$ cat src/rtl/key_debouncer_if.sv
// -----------------------------------------------------------------------------
// key_debouncer_if
// Bundles the key-facing signals of key_debouncer.
//
// Signals:
//   key_n        raw active-low push-buttons (asynchronous to the clock)
//   key_level    debounced state per key, 1 = pressed
//   key_pressed  one-cycle strobe per accepted press (and per auto-repeat)
//   key_released one-cycle strobe per accepted release
//   fsm_state    debug view of the three per-key FSMs, key 0 in bits [1:0]
//
// Strobe semantics: key_pressed/key_released are pure one-cycle event strobes
// with no ready/backpressure. A consumer must sample them on the cycle they
// are high; nothing is held or retried.
//
// Modports:
//   master  drives key_n, observes the outputs (button model / testbench)
//   slave   the debouncer itself
// -----------------------------------------------------------------------------
interface key_debouncer_if;
   logic [2:0] key_n;
   logic [2:0] key_level;
   logic [2:0] key_pressed;
   logic [2:0] key_released;
   logic [5:0] fsm_state;

   modport master (
      output key_n,
      input  key_level,
      input  key_pressed,
      input  key_released,
      input  fsm_state
   );

   modport slave (
      input  key_n,
      output key_level,
      output key_pressed,
      output key_released,
      output fsm_state
   );
endinterface

$ cat src/rtl/key_debouncer.sv
// -----------------------------------------------------------------------------
// key_debouncer
// Three-key debouncer running entirely in the input_clock domain. The slow
// sample_clock is treated as data: it is synchronized, edge-detected into a
// one-cycle sample_tick, and every key FSM only moves on that tick.
//
// Optional feature macro: KEY_REPEAT_EN
//   When defined, a held key produces extra key_pressed strobes: the first
//   after REPEAT_DELAY held samples, then one every REPEAT_PERIOD samples.
//   When undefined, no repeat logic exists and key_pressed fires once per
//   accepted press.
//
// Parameters:
//   STABLE_SAMPLES  consecutive equal samples to accept a change (2..31)
//   REPEAT_DELAY    held samples before the first repeat strobe (1..1023)
//   REPEAT_PERIOD   samples between later repeat strobes (1..1023)
//
// Ports:
//   input_clock   system clock
//   reset_n       asynchronous active-low reset
//   sample_clock  ~1 kHz divided clock, used only as data
//   keys          key_debouncer_if.slave (key_n in; level/strobes/debug out)
// -----------------------------------------------------------------------------
module key_debouncer #(
   parameter int STABLE_SAMPLES = 20,
   parameter int REPEAT_DELAY   = 500,
   parameter int REPEAT_PERIOD  = 100
) (
   input  logic           input_clock,
   input  logic           reset_n,
   input  logic           sample_clock,
   key_debouncer_if.slave keys
);

   typedef enum logic [1:0] {
      RELEASED     = 2'd0,
      PRESS_WAIT   = 2'd1,
      PRESSED      = 2'd2,
      RELEASE_WAIT = 2'd3
   } state_t;

   localparam logic [4:0] STABLE_LIM = 5'(STABLE_SAMPLES);

   // Elaboration-time guards on the legal parameter ranges.
   if (STABLE_SAMPLES < 2 || STABLE_SAMPLES > 31) begin : g_bad_stable
      $error("key_debouncer: STABLE_SAMPLES out of range 2..31");
   end
   if (REPEAT_DELAY < 1 || REPEAT_DELAY > 1023) begin : g_bad_delay
      $error("key_debouncer: REPEAT_DELAY out of range 1..1023");
   end
   if (REPEAT_PERIOD < 1 || REPEAT_PERIOD > 1023) begin : g_bad_period
      $error("key_debouncer: REPEAT_PERIOD out of range 1..1023");
   end

   // ---------------------------------------------------------------------------
   // Synchronizers and sample tick
   // ---------------------------------------------------------------------------
   logic [1:0] samp_sync;
   logic       samp_prev;
   logic       sample_tick;
   logic [2:0] key_meta;
   logic [2:0] key_sync;

   // Key synchronizers reset to 1 (released, active-low) so no key can look
   // pressed straight out of reset.
   always_ff @(posedge input_clock or negedge reset_n) begin
      if (!reset_n) begin
         samp_sync   <= 2'b00;
         samp_prev   <= 1'b0;
         sample_tick <= 1'b0;
         key_meta    <= 3'b111;
         key_sync    <= 3'b111;
      end else begin
         samp_sync   <= {samp_sync[0], sample_clock};
         samp_prev   <= samp_sync[1];
         sample_tick <= samp_sync[1] & ~samp_prev;
         key_meta    <= keys.key_n;
         key_sync    <= key_meta;
      end
   end

   // ---------------------------------------------------------------------------
   // Per-key FSMs
   // ---------------------------------------------------------------------------
   state_t     state_q [3];
   state_t     state_d [3];
   logic [4:0] cnt_q   [3];
   logic [4:0] cnt_d   [3];
   logic [2:0] level;
   logic [2:0] press_evt;
   logic [2:0] release_evt;
   logic [2:0] rpt_evt;
   logic [2:0] pressed_q;
   logic [2:0] released_q;

   // State register
   always_ff @(posedge input_clock or negedge reset_n) begin
      if (!reset_n) begin
         for (int i = 0; i < 3; i++) begin
            state_q[i] <= RELEASED;
            cnt_q[i]   <= 5'd0;
         end
         pressed_q  <= 3'b000;
         released_q <= 3'b000;
      end else begin
         for (int i = 0; i < 3; i++) begin
            state_q[i] <= state_d[i];
            cnt_q[i]   <= cnt_d[i];
         end
         pressed_q  <= press_evt | rpt_evt;
         released_q <= release_evt;
      end
   end

   // Next-state logic. key_sync is active-low, so a 0 bit is a pressed sample.
   always_comb begin
      logic [4:0] inc;
      inc = 5'd0;
      for (int i = 0; i < 3; i++) begin
         state_d[i] = state_q[i];
         cnt_d[i]   = cnt_q[i];
         // Saturating increment: the counter can never wrap back to 0.
         inc = (cnt_q[i] == 5'd31) ? cnt_q[i] : cnt_q[i] + 5'd1;
         if (sample_tick) begin
            case (state_q[i])
               RELEASED: begin
                  if (!key_sync[i]) begin
                     state_d[i] = PRESS_WAIT;
                     cnt_d[i]   = 5'd1;
                  end
               end
               PRESS_WAIT: begin
                  if (!key_sync[i]) begin
                     if (inc == STABLE_LIM) begin
                        state_d[i] = PRESSED;
                        cnt_d[i]   = 5'd0;
                     end else begin
                        cnt_d[i]   = inc;
                     end
                  end else begin
                     state_d[i] = RELEASED;
                     cnt_d[i]   = 5'd0;
                  end
               end
               PRESSED: begin
                  if (key_sync[i]) begin
                     state_d[i] = RELEASE_WAIT;
                     cnt_d[i]   = 5'd1;
                  end
               end
               RELEASE_WAIT: begin
                  if (key_sync[i]) begin
                     if (inc == STABLE_LIM) begin
                        state_d[i] = RELEASED;
                        cnt_d[i]   = 5'd0;
                     end else begin
                        cnt_d[i]   = inc;
                     end
                  end else begin
                     state_d[i] = PRESSED;
                     cnt_d[i]   = 5'd0;
                  end
               end
               default: begin
                  state_d[i] = RELEASED;
                  cnt_d[i]   = 5'd0;
               end
            endcase
         end
      end
   end

   // Output decode. Events only arise from the completing transitions, which
   // themselves only happen on a tick, so every strobe follows a tick edge.
   always_comb begin
      for (int i = 0; i < 3; i++) begin
         level[i]       = (state_q[i] == PRESSED) || (state_q[i] == RELEASE_WAIT);
         press_evt[i]   = (state_q[i] == PRESS_WAIT)   && (state_d[i] == PRESSED);
         release_evt[i] = (state_q[i] == RELEASE_WAIT) && (state_d[i] == RELEASED);
      end
   end

   // ---------------------------------------------------------------------------
   // Auto-repeat
   // ---------------------------------------------------------------------------
`ifdef KEY_REPEAT_EN
   localparam logic [9:0] DELAY_LIM  = 10'(REPEAT_DELAY);
   localparam logic [9:0] PERIOD_LIM = 10'(REPEAT_PERIOD);

   logic [9:0] rpt_q [3];
   logic [9:0] rpt_d [3];
   logic [2:0] rep_q;     // 1 once the initial delay has elapsed
   logic [2:0] rep_d;

   always_ff @(posedge input_clock or negedge reset_n) begin
      if (!reset_n) begin
         for (int i = 0; i < 3; i++) begin
            rpt_q[i] <= 10'd0;
         end
         rep_q <= 3'b000;
      end else begin
         for (int i = 0; i < 3; i++) begin
            rpt_q[i] <= rpt_d[i];
         end
         rep_q <= rep_d;
      end
   end

   // The counter restarts from 0 at every strobe and targets DELAY first,
   // then PERIOD, so it never needs more than 10 bits. Ticks that leave or
   // return from RELEASE_WAIT do not count, which freezes it while waiting.
   always_comb begin
      logic [9:0] nxt;
      nxt = 10'd0;
      for (int i = 0; i < 3; i++) begin
         rpt_d[i]   = rpt_q[i];
         rep_d[i]   = rep_q[i];
         rpt_evt[i] = 1'b0;
         if (press_evt[i]) begin
            rpt_d[i] = 10'd0;
            rep_d[i] = 1'b0;
         end else if (sample_tick && (state_q[i] == PRESSED) &&
                      (state_d[i] == PRESSED)) begin
            nxt = rpt_q[i] + 10'd1;
            if (nxt == (rep_q[i] ? PERIOD_LIM : DELAY_LIM)) begin
               rpt_evt[i] = 1'b1;
               rpt_d[i]   = 10'd0;
               rep_d[i]   = 1'b1;
            end else begin
               rpt_d[i]   = nxt;
            end
         end
      end
   end
`else
   assign rpt_evt = 3'b000;
`endif

   assign keys.key_level    = level;
   assign keys.key_pressed  = pressed_q;
   assign keys.key_released = released_q;
   assign keys.fsm_state    = {state_q[2], state_q[1], state_q[0]};

endmodule

$ cat src/flat_wrapper.sv
// flat-port wrapper written by rule: the top's interface ports become plain ports
module key_debouncer_flat 
#(
   parameter int STABLE_SAMPLES = 20,
   parameter int REPEAT_DELAY   = 500,
   parameter int REPEAT_PERIOD  = 100
)
  (input_clock, reset_n, sample_clock, keys_key_n, keys_key_level, keys_key_pressed, keys_key_released, keys_fsm_state);
  key_debouncer_if keys_i ();
  input  logic input_clock;
  input  logic reset_n;
  input  logic sample_clock;
  input wire logic [$bits(keys_i.key_n)-1:0] keys_key_n;
  output wire logic [$bits(keys_i.key_level)-1:0] keys_key_level;
  output wire logic [$bits(keys_i.key_pressed)-1:0] keys_key_pressed;
  output wire logic [$bits(keys_i.key_released)-1:0] keys_key_released;
  output wire logic [$bits(keys_i.fsm_state)-1:0] keys_fsm_state;
  assign keys_i.key_n = keys_key_n;
  assign keys_key_level = keys_i.key_level;
  assign keys_key_pressed = keys_i.key_pressed;
  assign keys_key_released = keys_i.key_released;
  assign keys_fsm_state = keys_i.fsm_state;
  key_debouncer #(.STABLE_SAMPLES(STABLE_SAMPLES), .REPEAT_DELAY(REPEAT_DELAY), .REPEAT_PERIOD(REPEAT_PERIOD)) u_core (.input_clock(input_clock), .reset_n(reset_n), .sample_clock(sample_clock), .keys(keys_i));
endmodule
$ cat config.mk
export PLATFORM = sky130hd
export DESIGN_NAME = key_debouncer_flat
export DESIGN_NICKNAME = d
export VERILOG_FILES = /design/src/rtl/key_debouncer_if.sv /design/src/rtl/key_debouncer.sv /design/src/flat_wrapper.sv
export SDC_FILE = /design/constraint.sdc
export NUM_CORES = 1
export LEC_CHECK = 0
export BUFFER_PORTS_ARGS = -buffer_cell sky130_fd_sc_hd__buf_2
export CAP_MARGIN = 30
export CORE_MARGIN = 10
export CORE_UTILIZATION = 58
export DETAILED_ROUTE_END_ITERATION = 8
export PLACE_DENSITY = 0.79
export SLEW_MARGIN = 30
export SYNTH_ARGS = -nofsm -noshare
export SYNTH_HDL_FRONTEND = slang
export SYNTH_SLANG_ARGS = --single-unit
export TNS_END_PERCENT = 5
$ cat constraint.sdc
create_clock -name input_clock -period 2.1 [get_ports input_clock]
set_input_delay 0.105 -clock input_clock [delete_from_list [all_inputs] [get_ports input_clock]]
set_output_delay 0.105 -clock input_clock [all_outputs]
set_load 0.02 [all_outputs]
==> results of run 1 <==
-- worst min path at each step --
| stage | from | end |
|---|---|---|
| 6_report | u_core.key_meta[0] | u_core.key_sync[0] |
| 2_1_floorplan | reset_n | u_core.cnt_q[0] |
| 4_1_cts | u_core.key_meta[1] | u_core.key_sync[1] |
| 3_5_place_dp | keys_key_n[0] | u_core.key_meta[0] |
| 3_3_place_gp | keys_key_n[0] | u_core.key_meta[0] |
| 5_1_grt | u_core.key_meta[0] | u_core.key_sync[0] |
-- registers in the layout, indices dropped and copies added (netlist names) --
name,count
u_core.cnt_q,15
u_core.keys.fsm_state,6
u_core.key_meta,3
u_core.key_sync,3
u_core.keys.key_pressed,3
u_core.keys.key_released,3
u_core.samp_sync,2
u_core.samp_prev,1
u_core.sample_tick,1
-- layer usage --
metal / vias up / wire length [um] / track usage
li1: 761 / - / -
met1: 754 / 1720 / 0.154
met2: 36 / 1970 / 0.232
met3: 6 / 196 / 0.0501
met4: 0 / 59 / 0.0663
met5: - / 0 / 0
-- Yosys cell counts, drive strengths merged (4+ instances only) --
cell and n:
nor3b 6, nand4 5, dfrtp 31, and3 4, o31ai 5, a21oi 16, nor3 4, o21ai 11
buf 8, clkbuf 4, and4b 4, a211oi 6, dfstp 6, nand3 6, xnor2 4, nand2 12
inv 5, nor2 15
-- what timing repair did --
action,in CTS,in global routing
gates resized for setup,0,4
setup endpoints to repair,0,11
hold buffers,5,0
endpoints found under the hold margin,35,0
-- critical path, cell delays in order, from the launching register on --
cell	delay [ns]
dfrtp_1	0.48
ha_2	0.26
and3_4	0.19
or3b_4	0.39
a311oi_4	0.35
mux2i_1	0.24
-- cell usage in the layout, fill, tap and decap left out, types with 4 or more instances in the layout --
cell type,count
dfrtp_1,31
clkbuf_4,5
o21ai_0,11
a21oi_1,16
a211oi_1,4
nand3_1,6
nand2_1,12
nand4_1,5
nor3_1,4
o31ai_1,4
xnor2_1,4
buf_2,20
dfstp_2,6
nor2_1,15
nor3b_1,5
dlygate4sd3_1,5
inv_1,5
-- stage by stage --
step	power [mW]	util	cell area [um2]	worst slack (ns)	std cells
floorplan	1.09	-	1950	0.223	191
global placement	1.16	0.631	2070	0.191	248
detailed placement	1.18	0.631	2070	0.104	248
CTS	1.70	0.672	2210	0.0600	261
global route	1.80	0.676	2220	0.0242	261
finish	1.69	0.676	2220	0.132	261
-- area by class of cell --
type | instances | area (um2)
fillers | 265 | 1060
multi-input cells | 137 | 953
flip-flops and latches | 37 | 933
repair buffers | 28 | 173
well taps | 46 | 57.6
clock inverters | 3 | 46.3
clock buffers | 5 | 37.5
inverters | 5 | 18.8
-- power by group --
part	total [mW]	internal (mW)	switching [mW]	leakage (nW)
Combinational	0.337	0.153	0.183	0.407
Clock	0.502	0.252	0.250	0.0414
Sequential	0.854	0.770	0.0841	0.470
Total	1.69	1.18	0.518	0.918
-- kinds of logic (layout without fill, tap and decap cells) --
logic type	count (synthesis)	in the layout	share of synthesized area
AO/OA/AOI/OAI	59	59	0.220
multiplexers	4	4	0.0211
flip-flops	37	37	0.478
XOR/XNOR	7	7	0.0314
AND/OR/NAND/NOR	64	64	0.189
buffers and inverters	17	41	0.0416
adder cells (fa/ha/maj)	3	3	0.0192
==> impl_metrics.py, run 1 <==
metrics = {
    "floorplan": {
        "die-area_um2": 6090,
        "die_h_um": 78.1,
        "fp.coreArea_um2": 3280,
        "initial_core_util": 0.595,
        "chipWidth_um": 78.1,
        "pin_count": 21,
        "rows": 21,
    },
    "critical_path": {
        "worstSetupPathType": "reg -> reg",
        "worstPathArrival_ns": 2.24,
        "crit_path_start_kind": "flip-flop",
        "rrSetupSlack_ns": 0.13,
        "r2r_end": "u_core.keys.fsm_state[5]",
        "critPathLaunch": "u_core.cnt_q[1]",
        "reg2regPathDepth": 5,
        "critPathMaxFanout": 8,
        "end_kind": "flip-flop",
        "crit_end": "u_core.keys.fsm_state[5]",
        "reg2reg_from": "u_core.cnt_q[1]",
        "crit_required_ns": 2.38,
    },
    "yosys": {
        "synth.avg_cell_area_um2": 10.2,
        "yosysTopAreaCellShare": 0.397,
        "syn_area_um2": 1950,
        "synth_edf_count": 0,
        "ys.warnings.count": 0,
        "synth.distinct_cells": 49,
        "synth_area_leaders": "dfrtp_1 40%, dfstp_2 8.1%, a21oi_1 4.1%, nor2_1 2.9%, o21ai_0 2.8%",
        "netlist_instances": 191,
        "synth_seq_area_share": 0.478,
        "syn_nets": 200,
        "synth_top_cell_by_area": "dfrtp_1",
        "ys.flop_type": "dfrtp_1",
        "synth-seq-cells": 37,
        "async_flop_share": 1.00,
    },
    "pwr": {
        "ir_drop_mv": 0.531,
        "p_leak_nw": 0.918,
        "powerDensity_nw_per_um2": 763,
    },
    "final_layout": {
        "drive_gt1_frac": 0.237,
        "area_growth_pct": 13.6,
        "fin_nets": 223,
        "num_antenna_cells": 0,
    },
    "clock_tree": {
        "cts.sinks": 37,
        "clock_latency_ns": 0.34,
        "root_buffer": "clkbuf_4",
        "path_clk_slew_ns": 0.12,
        "cts_tree": "done",
        "cts_setup_buffers": 0,
        "numCtsBuffers": 5,
        "ctsHtreeMaxLevel": 2,
        "clockBufferDepth": 2,
    },
    "global_routing": {
        "grt_pass1_vias": 1557,
        "grt_max_degree": 38,
        "antenna_found_initial": 0,
        "track_usage": 0.139,
        "grt-ovfl-total": 0,
        "grt_pass1_wl_um": 6930,
    },
    "worst_hold_path": {
        "hp-class": "reg -> reg",
        "hold_depth": 0,
    },
    "routing": {
        "vias_per_cell": 5.97,
        "dr.pass1.iters": 4,
        "vias": 1557,
        "drcViolationCount": 0,
        "wl_um": 3940,
        "wl_per_cell_um": 15.1,
        "drtAntennaViolNets": 0,
        "drtIter0Drc": 110,
    },
    "sta": {
        "hold_viol": 0,
        "finalSetupTns_ns": 0,
        "max_freq_ghz": 0.508,
        "setup_viol": 0,
        "fin_skew_ns": 0.00463,
        "timing.hold.ws_ns": 0.364,
        "finalCritPeriodShare": 0.937,
        "finalMaxSlewViolations": 0,
        "tightestPinTransition_ns": 0.792,
        "rsz0062_at_grt": "false",
        "fin_crit_ns": 1.97,
        "max-slew-margin-rel": 0.472,
    },
    "status": {
        "outcome": "finished, final reports clean",
    },
    "placed_design": {
        "hpwlAfterDp_um": 2830,
        "place_congestion": 0.855,
        "port-buffer-count": 20,
    },
    "job": {
        "maxCapViolations": 0,
    },
}
Note: power is estimated with default switching activity, not from simulation.
==> run 2: changes to the inputs <==
- ABC_CLOCK_PERIOD_IN_PS: default -> 2100
- PLACE_DENSITY: 0.79 -> 0.89
==> impl_metrics.py, run 2 (same netlist as run 1, synthesis figures left out) <==
metrics = {
    "critical_path": {
        "cp_slowest_cell": "dfrtp_1",
        "critPathMaxStageDelay_ns": 0.45,
        "end_kind": "flip-flop",
        "reg2reg_from": "u_core.cnt_q[6]",
        "worstSetupPathType": "reg -> reg",
        "r2r_end": "u_core.keys.fsm_state[3]",
        "critPathMaxFanout": 10,
        "reg2regPathDepth": 5,
        "crit_path_start_kind": "flip-flop",
        "crit_required_ns": 2.37,
        "worstPathArrival_ns": 2.22,
        "cp.depth": 5,
        "path_cells": "ha_1, nand3_1, or3_1, a211oi_2, mux2i_1",
        "rrSetupSlack_ns": 0.16,
        "cp_num_buf_inv": 0,
        "crit_end": "u_core.keys.fsm_state[3]",
        "critPathLaunch": "u_core.cnt_q[6]",
        "cp_top_family": "simple AND/OR/NAND/NOR gates",
    },
    "clock_tree": {
        "cts_tree": "done",
        "cts_setup_buffers": 0,
        "numCtsBuffers": 5,
        "cts.sinks": 37,
        "root_buffer": "clkbuf_4",
        "path_clk_slew_ns": 0.12,
        "clockBufferDepth": 2,
        "ctsHtreeMaxLevel": 2,
        "clock_latency_ns": 0.34,
    },
    "final_layout": {
        "drive_gt1_frac": 0.227,
        "final_common_cell": "dfrtp_1",
        "final_core_util": 0.682,
        "area_growth_pct": 14.5,
        "largest-register": "u_core.cnt_q",
        "largest_reg_flops": 15,
        "num_antenna_cells": 0,
        "fin_nets": 224,
        "final_cell_mix": "31 x dfrtp_1, 20 x buf_2, 16 x a21oi_1",
    },
    "sta": {
        "setup_viol": 0,
        "fin_crit_ns": 1.94,
        "fin_skew_ns": 0.00681,
        "max_freq_ghz": 0.515,
        "finalCritPeriodShare": 0.924,
        "tightestPinTransition_ns": 0.793,
        "hold_viol": 0,
        "rsz0062_at_grt": "false",
        "finalSetupTns_ns": 0,
        "finalMaxSlewViolations": 0,
        "max-slew-margin-rel": 0.471,
    },
    "routing": {
        "drtAntennaViolNets": 0,
        "dr.pass1.iters": 4,
        "drtIter0Drc": 153,
        "drcViolationCount": 0,
        "vias": 1525,
        "vias_per_cell": 5.82,
        "wl_per_cell_um": 15.1,
        "wl_um": 3950,
    },
    "pwr": {
        "powerDensity_nw_per_um2": 813,
        "ir_drop_mv": 0.573,
        "p_leak_nw": 0.940,
    },
    "global_routing": {
        "antenna_found_initial": 0,
        "track_usage": 0.136,
        "grt_pass1_wl_um": 6820,
        "grt_max_degree": 38,
        "grt-ovfl-total": 0,
        "grt_pass1_vias": 1512,
    },
    "placed_design": {
        "hpwlAfterDp_um": 2690,
        "port-buffer-count": 20,
        "place_congestion": 0.878,
    },
    "floorplan": {
        "pin_count": 21,
        "chipWidth_um": 78.1,
        "rows": 21,
        "die_h_um": 78.1,
        "fp.coreArea_um2": 3280,
        "die-area_um2": 6090,
        "initial_core_util": 0.595,
    },
    "status": {
        "outcome": "finished, final reports clean",
    },
    "worst_hold_path": {
        "hp-class": "reg -> reg",
    },
    "job": {
        "maxCapViolations": 0,
    },
}
-- run 2: per-layer routing --
metal / wire length, um / vias to the layer above / GRT usage
li1: - / 764 / -
met1: 1640 / 708 / 0.154
met2: 2000 / 46 / 0.226
met3: 239 / 7 / 0.0513
met4: 73 / 0 / 0.0520
met5: 0 / - / 0
-- run 2: area by class of cell --
cell class,count,area [um2]
well taps,46,57.6
repair buffers,29,180
inverters,5,18.8
fillers,250,1050
clock buffers,5,37.5
multi-input cells,137,942
clock inverters,3,68.8
flip-flops and latches,37,933
-- run 2: worst register-to-register path, cell delays in order, from the launching register on --
cell,delay (ns)
dfrtp_1,0.45
ha_1,0.35
nand3_1,0.13
or3_1,0.36
a211oi_2,0.35
mux2i_1,0.23
-- run 2: worst min-delay path by stage --
stage                  startpoint            endpoint  slack (ns)  cells past startpoint
6_report       u_core.key_meta[2]  u_core.key_sync[2]        0.36                      0
4_1_cts        u_core.key_meta[2]  u_core.key_sync[2]        0.37                      0
3_3_place_gp        keys_key_n[2]  u_core.key_meta[2]        0.21                      1
5_1_grt             keys_key_n[0]  u_core.key_meta[0]        0.37                      2
2_1_floorplan             reset_n     u_core.cnt_q[0]       -0.19                      0
3_5_place_dp        keys_key_n[1]  u_core.key_meta[1]        0.21                      1
-- run 2: timing repair --
action	in CTS	in global routing
gates resized for setup	0	1
hold endpoints to repair	35	0
endpoints found under the setup margin	0	4
hold buffers	5	0
-- run 2: power by group --
| group | leakage, nW | internal (mW) | switching [mW] |
|---|---|---|---|
| sequential | 0.470 | 0.770 | 0.0742 |
| clock | 0.0558 | 0.375 | 0.248 |
| combinational | 0.414 | 0.155 | 0.196 |
-- run 2: stage by stage --
stage / setup slack, ns / instances / cell area (um2) / hold slack [ns] / power (mW)
2_1_floorplan: 0.223 / 191 / 1950 / -0.191 / 1.09
3_3_place_gp: 0.245 / 249 / 2080 / 0.211 / 1.18
3_5_place_dp: 0.171 / 249 / 2080 / 0.211 / 1.19
4_1_cts: 0.156 / 262 / 2240 / 0.366 / 1.83
5_1_grt: 0.00267 / 262 / 2240 / 0.367 / 1.93
6_report: 0.159 / 262 / 2240 / 0.364 / 1.82
==> run 3: changes to the inputs <==
- ABC_CLOCK_PERIOD_IN_PS: 2100 -> 1610
- CORE_MARGIN: 10 -> 2
- CORE_UTILIZATION: 58 -> 52
- PLACE_DENSITY: 0.89 -> 0.85
- clock period: 2.1 -> 1.61 ns (I/O delays scaled with it)
==> impl_metrics.py, run 3 (same netlist as run 1, synthesis figures left out) <==
metrics = {
    "routing": {
        "routedLengthMet1_um": 1870,
        "vias": 1773,
        "drtAntennaViolNets": 0,
        "drcViolationCount": 0,
        "drtIter0Drc": 120,
        "dr_wl_met2_um": 2610,
        "top_layer": "met4",
        "wl_per_cell_um": 16.1,
        "route.met3.wl_um": 170,
        "vias_per_cell": 5.95,
        "wl_um": 4790,
        "dr.pass1.iters": 4,
    },
    "final_layout": {
        "largest-register": "u_core.cnt_q",
        "final_common_cell": "buf_4",
        "instances_no_fill": 298,
        "final_cell_mix": "37 x buf_4, 27 x dfrtp_1, 20 x buf_2",
        "fin_nets": 258,
        "final_core_util": 0.730,
        "area_growth_pct": 35.8,
        "largest_reg_flops": 15,
        "num_antenna_cells": 0,
        "drive_gt1_frac": 0.408,
    },
    "critical_path": {
        "end_kind": "flip-flop",
        "critPathMaxStageDelay_ns": 0.43,
        "crit_path_start_kind": "flip-flop",
        "rrSetupSlack_ns": -0.23,
        "critPathMaxFanout": 6,
        "crit_required_ns": 1.82,
        "worstPathArrival_ns": 2.05,
        "cp_num_buf_inv": 0,
        "reg2reg_from": "u_core.cnt_q[0]",
        "cp_slowest_cell": "dfrtp_2",
        "reg2regPathDepth": 5,
        "worstSetupPathType": "reg -> reg",
        "cp_top_family": "simple AND/OR/NAND/NOR gates",
        "critPathLaunch": "u_core.cnt_q[0]",
        "path_cells": "ha_4, and3_4, or3b_4, a311oi_4, nor3b_2",
        "cp.depth": 5,
    },
    "floorplan": {
        "chipWidth_um": 65.3,
        "initial_core_util": 0.538,
        "fp.coreArea_um2": 3630,
        "pin_count": 21,
        "die-area_um2": 4260,
        "rows": 22,
        "die_h_um": 65.3,
    },
    "global_routing": {
        "antenna_found_initial": 0,
        "track_usage": 0.248,
        "grt_pass1_wl_um": 8000,
        "grt-ovfl-total": 0,
        "grt_max_degree": 23,
        "grt_pass1_vias": 1742,
    },
    "sta": {
        "finalMaxSlewViolations": 0,
        "fin_skew_ns": 0.0106,
        "hold_viol": 0,
        "finalCritPeriodShare": 1.14,
        "setup_viol": 12,
        "tightestPinTransition_ns": 0.439,
        "max_freq_ghz": 0.543,
        "rsz0062_at_grt": "true",
        "fin_crit_ns": 1.84,
        "finalSetupTns_ns": -1.56,
        "timing.hold.ws_ns": 0.228,
        "final.setup.worst_slack_ns": -0.231,
        "max-slew-margin-rel": 0.705,
    },
    "pwr": {
        "powerDensity_nw_per_um2": 1000,
        "p_leak_nw": 1.13,
        "ir_drop_mv": 0.767,
    },
    "clock_tree": {
        "root_buffer": "clkbuf_8",
        "clock_latency_ns": 0.30,
        "path_clk_slew_ns": 0.08,
        "ctsHtreeMaxLevel": 2,
        "cts.sinks": 37,
        "cts_tree": "done",
        "numCtsBuffers": 5,
        "clockBufferDepth": 2,
    },
    "status": {
        "outcome": "complete, but fails checks",
        "violations": "setup timing",
    },
    "placed_design": {
        "dpl.cell_count": 283,
        "pre_cts_ws_ns": -0.251,
        "hpwlAfterDp_um": 3160,
        "port-buffer-count": 20,
        "place_congestion": 0.874,
    },
    "worst_hold_path": {
        "hp-class": "in -> async",
    },
    "job": {
        "maxCapViolations": 0,
    },
}
run 3: stage by stage:
step	cell area, um2	power (mW)
4_1_cts	2540	2.60
5_1_grt	2650	2.80
3_5_place_dp	2350	1.71
6_report	2650	2.66
3_3_place_gp	2350	1.67
2_1_floorplan	1970	1.44
run 3: routing by layer:
metal / global-route usage / vias up
met5: 0 / -
met4: 0.109 / 0
met3: 0.0428 / 19
met2: 0.441 / 45
met1: 0.294 / 881
li1: - / 828
run 3: worst register-to-register path: cells and delay by family (launching register included):
family / cells / cell delay (ns)
compound gates: 1 / 0.35
simple gates: 3 / 0.80
flops: 1 / 0.43
fa+ha+maj: 1 / 0.19
run 3: cell type report:
cell class	count	area [um2]
clock buffer	6	82.6
clock inverter	2	37.5
fill	246	980
inverter	5	18.8
multi-input combinational	137	1070
sequential	37	938
tap	48	60.1
timing repair buffer	63	448
run 3: worst paths after layout:
check / endpoint
max in group asynchronous: u_core.key_meta[0]
worst min register to register: u_core.samp_sync[1]
min in group input_clock: u_core.samp_sync[1]
worst max-delay path: u_core.keys.key_pressed[2]
worst max register to register: u_core.keys.key_pressed[2]
worst min-delay path: u_core.keys.key_released[1]
run 3: power by group:
| group | switching, mW | leakage (nW) | internal, mW |
|---|---|---|---|
| clock | 0.351 | 0.0574 | 0.504 |
| combinational | 0.346 | 0.609 | 0.355 |
| sequential | 0.0940 | 0.464 | 1.01 |
| total | 0.792 | 1.13 | 1.87 |
run 3: what timing repair did:
action | CTS | global route
endpoints found under the setup margin | 16 | 22
hold buffers | 5 | 0
resized for setup | 5 | 20
endpoints found under the hold margin | 15 | 0
pin swaps | 4 | 5
buffers inserted | 1 | 1
